[config.mk]
export PLATFORM = sky130hd
export DESIGN_NAME = pkt_write_control
export DESIGN_NICKNAME = d
export VERILOG_FILES = /design/src/rtl/pkt_write_control_pkg.sv /design/src/rtl/pwc_release_fifo.sv /design/src/rtl/pkt_write_control.sv
export SDC_FILE = /design/constraint.sdc
export NUM_CORES = 1
export LEC_CHECK = 0
export ABC_AREA = 1
export BUFFER_PORTS_ARGS = -buffer_cell sky130_fd_sc_hd__buf_2
export CAP_MARGIN = 20
export CORE_ASPECT_RATIO = 1.1
export CORE_MARGIN = 2
export CORE_UTILIZATION = 47
export CTS_CLUSTER_SIZE = 28
export DETAILED_ROUTE_END_ITERATION = 16
export PLACE_DENSITY = 0.88
export SYNTH_ARGS = -nofsm -noshare
export SYNTH_HDL_FRONTEND = slang
export SYNTH_HIERARCHICAL = 1
export SYNTH_SLANG_ARGS = --single-unit
[constraint.sdc]
create_clock -name i_clk -period 3.4 [get_ports i_clk]
set_input_delay 1.02 -clock i_clk [delete_from_list [all_inputs] [get_ports i_clk]]
set_output_delay 1.02 -clock i_clk [all_outputs]
set_load 0.005 [all_outputs]
[src/rtl/pkt_write_control_pkg.sv]
// Shared definitions for the packet buffer writer and reader: FSM
// encodings, buffer geometry and the sop/eop flag positions.
package pkt_write_control_pkg;

   localparam int PKT_DW        = 134;  // default packet word width
   localparam int SOP_OFS       = 1;    // sop flag sits at DW-1
   localparam int EOP_OFS       = 2;    // eop flag sits at DW-2
   localparam int PKT_MAX_WORDS = 128;  // words per buffer
   localparam int OFS_W         = 7;    // word offset field of an address
   localparam int BUFID_W       = 9;
   localparam int ADDR_W        = 16;
   localparam int LEN_W         = 8;

   typedef enum logic [1:0] {
      IDLE_S    = 2'd0,
      WRITE_S   = 2'd1,
      DISCARD_S = 2'd2
   } pwc_state_e;

endpackage

[src/rtl/pwc_release_fifo.sv]
// Release FIFO for bufids going back to the buffer manager. First-word
// fall-through; up to two pushes per cycle (an abort and a failed finish can
// coincide). Pushes that find no room are dropped and flagged on ovf.
module pwc_release_fifo #(
   parameter int W     = 9,
   parameter int DEPTH = 4
) (
   input  logic         clk,
   input  logic         rst_n,
   input  logic         push_a,
   input  logic [W-1:0] din_a,
   input  logic         push_b,
   input  logic [W-1:0] din_b,
   input  logic         pop,
   output logic [W-1:0] dout,
   output logic         empty,
   output logic         ovf
);

   localparam int PW = $clog2(DEPTH);

   logic [W-1:0]  mem [DEPTH];
   logic [PW-1:0] wptr;
   logic [PW-1:0] rptr;
   logic [PW-1:0] wptr_b;
   logic [PW:0]   count;
   logic          full;
   logic          acc_a;
   logic          acc_b;
   logic          do_pop;

   // Accept each push only if a slot is free at the start of the cycle.
   always_comb begin
      full   = (count == (PW+1)'(DEPTH));
      acc_a  = push_a && !full;
      acc_b  = push_b && ((count + (PW+1)'(acc_a)) < (PW+1)'(DEPTH));
      do_pop = pop && !empty;
      wptr_b = wptr + PW'(acc_a);
      ovf    = (push_a && !acc_a) || (push_b && !acc_b);
   end

   // Storage: push_a lands first, push_b behind it.
   always_ff @(posedge clk) begin
      if (acc_a) mem[wptr]   <= din_a;
      if (acc_b) mem[wptr_b] <= din_b;
   end

   // Pointers and occupancy.
   always_ff @(posedge clk or negedge rst_n) begin
      if (!rst_n) begin
         wptr  <= '0;
         rptr  <= '0;
         count <= '0;
      end else begin
         wptr  <= wptr + PW'(acc_a) + PW'(acc_b);
         rptr  <= rptr + PW'(do_pop);
         count <= count + (PW+1)'(acc_a) + (PW+1)'(acc_b) - (PW+1)'(do_pop);
      end
   end

   assign empty = (count == '0);
   assign dout  = empty ? '0 : mem[rptr];

endmodule

[src/rtl/pkt_write_control.sv]
// Ingress packet writer: holds one prefetched bufid, writes a packet into
// its 128-word buffer, and hands {bufid,len} to forwarding or returns the
// bufid to the buffer manager when the packet cannot be kept.
module pkt_write_control
   import pkt_write_control_pkg::*;
#(
   parameter int DW        = PKT_DW,
   parameter int MAX_WORDS = PKT_MAX_WORDS,
   parameter int REL_DEPTH = 4
) (
   input  logic               i_clk,
   input  logic               i_rst_n,
   input  logic [BUFID_W-1:0] iv_free_bufid,
   input  logic               i_free_bufid_wr,
   output logic               o_free_bufid_ack,
   input  logic [DW-1:0]      iv_data,
   input  logic               i_data_wr,
   output logic [DW-1:0]      ov_pkt_data,
   output logic [ADDR_W-1:0]  ov_pkt_waddr,
   output logic               o_pkt_wr,
   output logic [BUFID_W-1:0] ov_desc_bufid,
   output logic [LEN_W-1:0]   ov_desc_len,
   output logic               o_desc_wr,
   input  logic               i_desc_ack,
   output logic [BUFID_W-1:0] ov_rel_bufid,
   output logic               o_rel_bufid_wr,
   input  logic               i_rel_bufid_ack,
   output logic [15:0]        ov_drop_cnt,
   output logic               o_rel_overflow,
   output logic [1:0]         ov_pwc_state
);

   localparam logic [LEN_W-1:0] FULL_LEN = LEN_W'(MAX_WORDS);

   pwc_state_e          state, state_nx;
   logic                cache_vld;
   logic [BUFID_W-1:0]  cache_id;
   logic [LEN_W-1:0]    cnt, cnt_nx;
   logic                vld_p1;
   logic [ADDR_W-1:0]   pkt_waddr_p1;
   logic [DW-1:0]       pkt_data_p1;
   logic                free_ack;
   logic                desc_vld;
   logic [BUFID_W-1:0]  desc_id;
   logic [LEN_W-1:0]    desc_len;
   logic [15:0]         drop_cnt;
   logic                rel_ovf;

   logic                sop, eop;
   logic [BUFID_W-1:0]  cur_id;
   logic                wr_en;
   logic [ADDR_W-1:0]   wr_addr;
   logic                consume;
   logic                as_idle;
   logic                fin;
   logic [BUFID_W-1:0]  fin_id;
   logic [LEN_W-1:0]    fin_len;
   logic                desc_load;
   logic                rel_a, rel_b;
   logic [BUFID_W-1:0]  rel_b_id;
   logic                drop;
   logic                cache_load;
   logic                rel_empty;
   logic                fifo_ovf;

   assign sop        = iv_data[DW-SOP_OFS];
   assign eop        = iv_data[DW-EOP_OFS];
   // The buffer being written is the upper field of the last write address.
   assign cur_id     = pkt_waddr_p1[ADDR_W-1:OFS_W];
   assign cache_load = !cache_vld && i_free_bufid_wr;

   // Next state and per-word decisions; a sop seen while writing aborts the
   // current packet and is then treated as a fresh start in the same cycle.
   always_comb begin
      state_nx  = state;
      wr_en     = 1'b0;
      wr_addr   = pkt_waddr_p1;
      cnt_nx    = cnt;
      consume   = 1'b0;
      as_idle   = 1'b0;
      fin       = 1'b0;
      fin_id    = cur_id;
      fin_len   = cnt;
      rel_a     = 1'b0;
      rel_b     = 1'b0;
      rel_b_id  = cur_id;
      drop      = 1'b0;
      desc_load = 1'b0;
      if (i_data_wr) begin
         case (state)
            IDLE_S: as_idle = sop;
            WRITE_S: begin
               if (sop) begin
                  rel_a   = 1'b1;
                  drop    = 1'b1;
                  as_idle = 1'b1;
               end else if (cnt != FULL_LEN) begin
                  wr_en   = 1'b1;
                  wr_addr = pkt_waddr_p1 + 16'd1;
                  cnt_nx  = cnt + 8'd1;
                  if (eop) begin
                     fin      = 1'b1;
                     fin_len  = cnt + 8'd1;
                     state_nx = IDLE_S;
                  end
               end else begin
                  rel_a    = 1'b1;
                  drop     = 1'b1;
                  state_nx = eop ? IDLE_S : DISCARD_S;
               end
            end
            DISCARD_S: begin
               if (sop)      as_idle  = 1'b1;
               else if (eop) state_nx = IDLE_S;
            end
            default: state_nx = IDLE_S;
         endcase
         if (as_idle) begin
            if (cache_vld) begin
               wr_en   = 1'b1;
               wr_addr = {cache_id, {OFS_W{1'b0}}};
               cnt_nx  = 8'd1;
               consume = 1'b1;
               fin_id  = cache_id;
               fin_len = 8'd1;
               if (eop) begin
                  fin      = 1'b1;
                  state_nx = IDLE_S;
               end else begin
                  state_nx = WRITE_S;
               end
            end else begin
               drop     = 1'b1;
               state_nx = eop ? IDLE_S : DISCARD_S;
            end
         end
      end
      desc_load = fin && (!desc_vld || i_desc_ack);
      if (fin && !desc_load) begin
         rel_b    = 1'b1;
         rel_b_id = fin_id;
         drop     = 1'b1;
      end
   end

   // FSM state register.
   always_ff @(posedge i_clk or negedge i_rst_n) begin
      if (!i_rst_n) state <= IDLE_S;
      else          state <= state_nx;
   end

   // Prefetched bufid cache and its take-acknowledge pulse.
   always_ff @(posedge i_clk or negedge i_rst_n) begin
      if (!i_rst_n) begin
         cache_vld <= 1'b0;
         cache_id  <= '0;
         free_ack  <= 1'b0;
      end else begin
         free_ack <= cache_load;
         if (cache_load) begin
            cache_vld <= 1'b1;
            cache_id  <= iv_free_bufid;
         end else if (consume) begin
            cache_vld <= 1'b0;
         end
      end
   end

   // Stage p1: registered memory write and running word count.
   always_ff @(posedge i_clk or negedge i_rst_n) begin
      if (!i_rst_n) begin
         vld_p1       <= 1'b0;
         pkt_waddr_p1 <= '0;
         pkt_data_p1  <= '0;
         cnt          <= '0;
      end else begin
         vld_p1 <= wr_en;
         cnt    <= cnt_nx;
         if (wr_en) begin
            pkt_waddr_p1 <= wr_addr;
            pkt_data_p1  <= iv_data;
         end
      end
   end

   // Descriptor register: a new load wins over the acknowledge clearing it.
   always_ff @(posedge i_clk or negedge i_rst_n) begin
      if (!i_rst_n) begin
         desc_vld <= 1'b0;
         desc_id  <= '0;
         desc_len <= '0;
      end else if (desc_load) begin
         desc_vld <= 1'b1;
         desc_id  <= fin_id;
         desc_len <= fin_len;
      end else if (i_desc_ack) begin
         desc_vld <= 1'b0;
      end
   end

   // Drop counter (at most one step per cycle) and sticky release overflow.
   always_ff @(posedge i_clk or negedge i_rst_n) begin
      if (!i_rst_n) begin
         drop_cnt <= '0;
         rel_ovf  <= 1'b0;
      end else begin
         if (drop)     drop_cnt <= drop_cnt + 16'd1;
         if (fifo_ovf) rel_ovf  <= 1'b1;
      end
   end

   pwc_release_fifo #(
      .W     (BUFID_W),
      .DEPTH (REL_DEPTH)
   ) u_rel_fifo (
      .clk    (i_clk),
      .rst_n  (i_rst_n),
      .push_a (rel_a),
      .din_a  (cur_id),
      .push_b (rel_b),
      .din_b  (rel_b_id),
      .pop    (i_rel_bufid_ack),
      .dout   (ov_rel_bufid),
      .empty  (rel_empty),
      .ovf    (fifo_ovf)
   );

   assign o_free_bufid_ack = free_ack;
   assign o_pkt_wr         = vld_p1;
   assign ov_pkt_waddr     = pkt_waddr_p1;
   assign ov_pkt_data      = pkt_data_p1;
   assign o_desc_wr        = desc_vld;
   assign ov_desc_bufid    = desc_id;
   assign ov_desc_len      = desc_len;
   assign o_rel_bufid_wr   = !rel_empty;
   assign ov_drop_cnt      = drop_cnt;
   assign o_rel_overflow   = rel_ovf;
   assign ov_pwc_state     = state;

endmodule

==> impl_results.rst <==
.. list-table::
   :header-rows: 1

   * - Metric
     - Value
   * - Leak pwr
     - 0.00808 µW
   * - Port Buffer Count
     - 347
   * - Maximum fanout encountered on the critical timing path
     - 15
   * - Number of endpoints failing setup at the final stage
     - 0
   * - Relative slew margins
     - 60.2%
   * - Number of hold violations in the final report
     - 0
   * - Maximum number of pins on one net before global-route repair
     - 113
   * - Final worst-path cycle share
     - 92.0%
   * - Die extent in y
     - 170 µm
   * - Horizontal die dimension
     - 154 µm
   * - Number of fill cells in the layout
     - 2168
   * - Async set or reset register ratio after synthesis
     - 85.6%
   * - Maximum clock insertion buffer count
     - 3
   * - FF+latch area
     - 6440 µm²
   * - Number of vias after detailed routing
     - 10800
   * - Postcts setup bufs
     - 0
   * - Pre-CTS setup slack
     - -0.0210 ns
   * - Part of the total power dissipated in sequential elements
     - 41.2%
   * - Count of pins on the block boundary
     - 348
   * - Share of synthesized area spent on multiplexers
     - 0%
   * - Routability congestion estimate from global placement
     - 0.933
   * - Internal portion of total power
     - 7510 µW
   * - Pre-antenna DRT Iters
     - 5
   * - Syn Nets
     - 1601
   * - Least setup slack across all paths after layout
     - 0.271 ns
   * - Outcome
     - complete, no violations
   * - Die area
     - 26200 µm²
   * - Cell area after synthesis
     - 11700 µm²
   * - Initial Utilization
     - 47.8%
   * - Synthesized area per cell
     - 8.15 µm²
   * - Count of flip-flops with a built-in enable after synthesis
     - 36
   * - Top library cells by usage in the layout, fill and taps aside
     - sky130_fd_sc_hd__nand2_1 (685), sky130_fd_sc_hd__buf_2 (346), sky130_fd_sc_hd__dfrtp_1 (214)
   * - Synthesis-to-finish area growth
     - 25.2%
   * - Syn. warnings
     - 6
   * - DP Cell Count
     - 2065
   * - Clk sinks
     - 250
   * - Fraction of the mapped netlist area in compound gates
     - 5.73%
   * - # H-tree levels
     - 1
   * - Reg-to-reg slack, setup
     - 0.27 ns
   * - Initial antenna violation count
     - 4
   * - Post-route non-filler standard cell count
     - 2114
   * - Residual DRC count
     - 0
   * - Yosys cell types
     - 40
   * - Final layout net count
     - 1949
   * - Number of synthesized register bits
     - 250
   * - Clock latency reported for the late side of the worst-skew pair
     - 0.53 ns
   * - Placeable core area
     - 24500 µm²
   * - Maximum vdd ir drop
     - 0.462 mV
   * - CTS root buf
     - sky130_fd_sc_hd__clkbuf_16
   * - Top achievable clock speed
     - 0.320 GHz
   * - Final-report max-slew violation count
     - 0
   * - Setup clock skew after layout
     - 0.0135 ns
   * - Average vias per placed instance
     - 5.09
   * - Slew at the pin closest to its max-slew limit
     - 0.597 ns
   * - Sw Share
     - 38.2%
   * - Xor and xnor area share after synthesis
     - 1.72%
   * - Setup repair after global routing missed its margin
     - no
   * - Type of the worst min-delay path
     - in2async
   * - Register area share after synthesis
     - 55.0%
   * - Number of DRC markers in iteration 0
     - 726
   * - Routed len/inst
     - 16.1 µm
   * - Count of max-cap constraint violations
     - 0
   * - Clock tree from TritonCTS
     - built
   * - Critical path data required time
     - 3.64 ns
   * - Final period demand of the worst path
     - 3.13 ns
   * - Layout cell share with drive strength beyond 1
     - 25.2%
   * - Gate Count Post-Synth
     - 1436
   * - Arithmetic-cell share of the synthesized area counting full adders, half adders and majority gates
     - 1.77%
   * - Switching power of the nets
     - 4640 µW
   * - Proportion of power drawn by the clock network
     - 22.7%
   * - Wire length of the first global-routing pass
     - 53200 µm
   * - Global-route usage over all layers
     - 25.6%
   * - Share of power burned in combinational logic
     - 36.1%
   * - Clock transition time at the flip-flop clock pins of the worst setup and hold paths
     - 0.06 ns
   * - Vias in the first global route
     - 10200
   * - Critical Path Sink Type
     - flop
   * - Detailed Route WL
     - 34000 µm
   * - Top FF cell, synth
     - sky130_fd_sc_hd__dfrtp_1
   * - Area of the multi-input gates
     - 4660 µm²
   * - Simple-gate share of the synthesized area
     - 30.4%
   * - Critical path start-end classification
     - reg2reg
   * - Pwr/cell area
     - 829 nW/µm²
   * - Arrival time worst endpoint
     - 3.37 ns
   * - Most frequent standard cell in the layout excluding fill and tap cells
     - sky130_fd_sc_hd__nand2_1
   * - Routed Antenna Nets
     - 0
   * - Startpoint kind of the worst setup timing path
     - flop
   * - Number of buffers created by CTS
     - 26
   * - Largest family of logic cells by synthesized area
     - simple AND/OR/NAND/NOR gates
   * - Detailed-placement wirelength estimate
     - 25200 µm
   * - Remaining global-route overflow
     - 0
   * - Number of core rows
     - 60
[cell families (layout without fill, tap and decap cells)]
logic type	after synthesis	in the layout
adders and majority gates	16	16
other	0	1
buffers and inverters	144	511
AOI/OAI and AO/OA	128	128
DFF	250	250
xor gates and xnor gates	23	23
and+or+nand+nor	875	875
[through the flow]
stage | util, % | area [µm²] | total power (µW) | TNS, ns | hold WS [ns]
3_3_place_gp | 56.4 | 13800 | 9190 | 0 | 0.448
4_1_cts | 59.7 | 14600 | 12200 | 0 | 0.427
5_1_grt | 59.9 | 14700 | 13000 | 0 | 0.443
2_1_floorplan | - | 11700 | 7230 | 0 | 0.449
3_5_place_dp | 56.4 | 13800 | 9370 | -0.0210 | 0.453
6_report | 59.9 | 14700 | 12200 | 0 | 0.421
[sequential cells by signal, indices dropped and copies added, names as in the netlist, 2 cells and up]
| register | count |
|---|---|
| ov_pkt_waddr | 16 |
| cnt | 8 |
| u_rel_fifo/rptr | 2 |
| u_rel_fifo/wptr | 2 |
| u_rel_fifo/mem | 36 |
| ov_pwc_state | 2 |
| ov_desc_len | 8 |
| ov_pkt_data | 134 |
| ov_drop_cnt | 16 |
| cache_id | 9 |
| ov_desc_bufid | 9 |
| u_rel_fifo/count | 3 |
[worst paths after layout]
| check | start | end | depth (start not counted) |
|---|---|---|---|
| max | cnt[1]$_DFFE_PN0P_ | u_rel_fifo/mem[3][0]$_DFFE_PP_ | 20 |
| min | i_rst_n | u_rel_fifo/rptr[0]$_DFF_PN0_ | 1 |
| max reg2reg | cnt[1]$_DFFE_PN0P_ | u_rel_fifo/mem[3][0]$_DFFE_PP_ | 20 |
| min reg2reg | ov_pkt_data[6]$_DFFE_PN0P_ | ov_pkt_data[6]$_DFFE_PN0P_ | 2 |
| max in group asynchronous | i_rst_n | ov_desc_len[6]$_DFFE_PN0P_ | 2 |
| min in group i_clk | ov_pkt_data[6]$_DFFE_PN0P_ | ov_pkt_data[6]$_DFFE_PN0P_ | 2 |
[Yosys cell counts (2+ instances only)]
master,count,area share (%)
sky130_fd_sc_hd__a21oi_1,24,1.0
sky130_fd_sc_hd__and2_1,2,0.11
sky130_fd_sc_hd__buf_2,23,0.98
sky130_fd_sc_hd__buf_4,10,0.64
sky130_fd_sc_hd__clkbuf_1,17,0.55
sky130_fd_sc_hd__dfrtp_1,214,46
sky130_fd_sc_hd__edfxtp_1,36,9.2
sky130_fd_sc_hd__ha_1,15,1.6
sky130_fd_sc_hd__inv_1,80,2.6
sky130_fd_sc_hd__inv_2,9,0.29
sky130_fd_sc_hd__nand2_1,685,22
sky130_fd_sc_hd__nand2_2,3,0.16
sky130_fd_sc_hd__nand2_4,8,0.77
sky130_fd_sc_hd__nand3_1,67,2.9
sky130_fd_sc_hd__nand4_1,3,0.16
sky130_fd_sc_hd__nor2_1,84,2.7
sky130_fd_sc_hd__nor2_2,3,0.16
sky130_fd_sc_hd__nor2_4,3,0.29
sky130_fd_sc_hd__nor2_8,3,0.51
sky130_fd_sc_hd__nor3_1,9,0.38
sky130_fd_sc_hd__o21a_1,2,0.13
sky130_fd_sc_hd__o21ai_0,75,3.2
sky130_fd_sc_hd__o21ai_1,19,0.81
sky130_fd_sc_hd__o22ai_1,3,0.16
sky130_fd_sc_hd__or2_2,3,0.16
sky130_fd_sc_hd__xnor2_1,5,0.37
sky130_fd_sc_hd__xor2_1,18,1.3
[worst max-delay path, stage by stage (launching register included)]
cell and delay [ns]:
sky130_fd_sc_hd__dfrtp_1 0.41, sky130_fd_sc_hd__inv_1 0.11, sky130_fd_sc_hd__ha_1 0.15, sky130_fd_sc_hd__nand2_1 0.06
sky130_fd_sc_hd__nor2_2 0.15, sky130_fd_sc_hd__nand2_4 0.10, sky130_fd_sc_hd__a21oi_2 0.15, sky130_fd_sc_hd__inv_1 0.05
sky130_fd_sc_hd__nor2_1 0.14, sky130_fd_sc_hd__nand2_1 0.09, sky130_fd_sc_hd__inv_1 0.10, sky130_fd_sc_hd__ha_1 0.15
sky130_fd_sc_hd__ha_1 0.18, sky130_fd_sc_hd__inv_1 0.05, sky130_fd_sc_hd__nand2_1 0.11, sky130_fd_sc_hd__nand2_4 0.09
sky130_fd_sc_hd__nor2_8 0.11, sky130_fd_sc_hd__buf_12 0.15, sky130_fd_sc_hd__nand2_4 0.10, sky130_fd_sc_hd__o21ai_2 0.11
sky130_fd_sc_hd__clkdlybuf4s15_2 0.27
[final cells by class]
cell class | instances | area share [%]
Clock buffer | 37 | 5.03
Antenna cell | 1 | 0.0171
Sequential cell | 250 | 43.9
Clock inverter | 10 | 0.563
Inverter | 91 | 2.36
Tap cell | 310 | 2.65
Multi-Input combinational cell | 1042 | 31.8
Timing Repair Buffer | 373 | 13.7
[power by group through the flow]
stage / Combinational [µW] / Clock, µW / Sequential [µW]
6_report: 4380 / 2760 / 5010
5_1_grt: 4900 / 2950 / 5140
4_1_cts: 4370 / 2820 / 4990
3_5_place_dp: 4360 / 0 / 5020
3_3_place_gp: 4210 / 0 / 4980
2_1_floorplan: 2260 / 0 / 4980
[routing by layer]
metal | up-vias | share of wire (%) | wire length, µm | global-route usage (%)
li1 | 5186 | - | - | -
met1 | 4935 | 40 | 13500 | 33.0
met5 | - | 0.032 | 11 | 0
met3 | 109 | 8.9 | 3010 | 6.08
met2 | 519 | 47 | 15800 | 41.3
met4 | 2 | 4.9 | 1680 | 11.4
[what timing repair did]
action | in CTS | in global routing
gates resized for setup | 0 | 7
hold buffers | 0 | 0
endpoints found under the setup margin | 0 | 19
No activity file was read; power rests on OpenSTA's default activity.
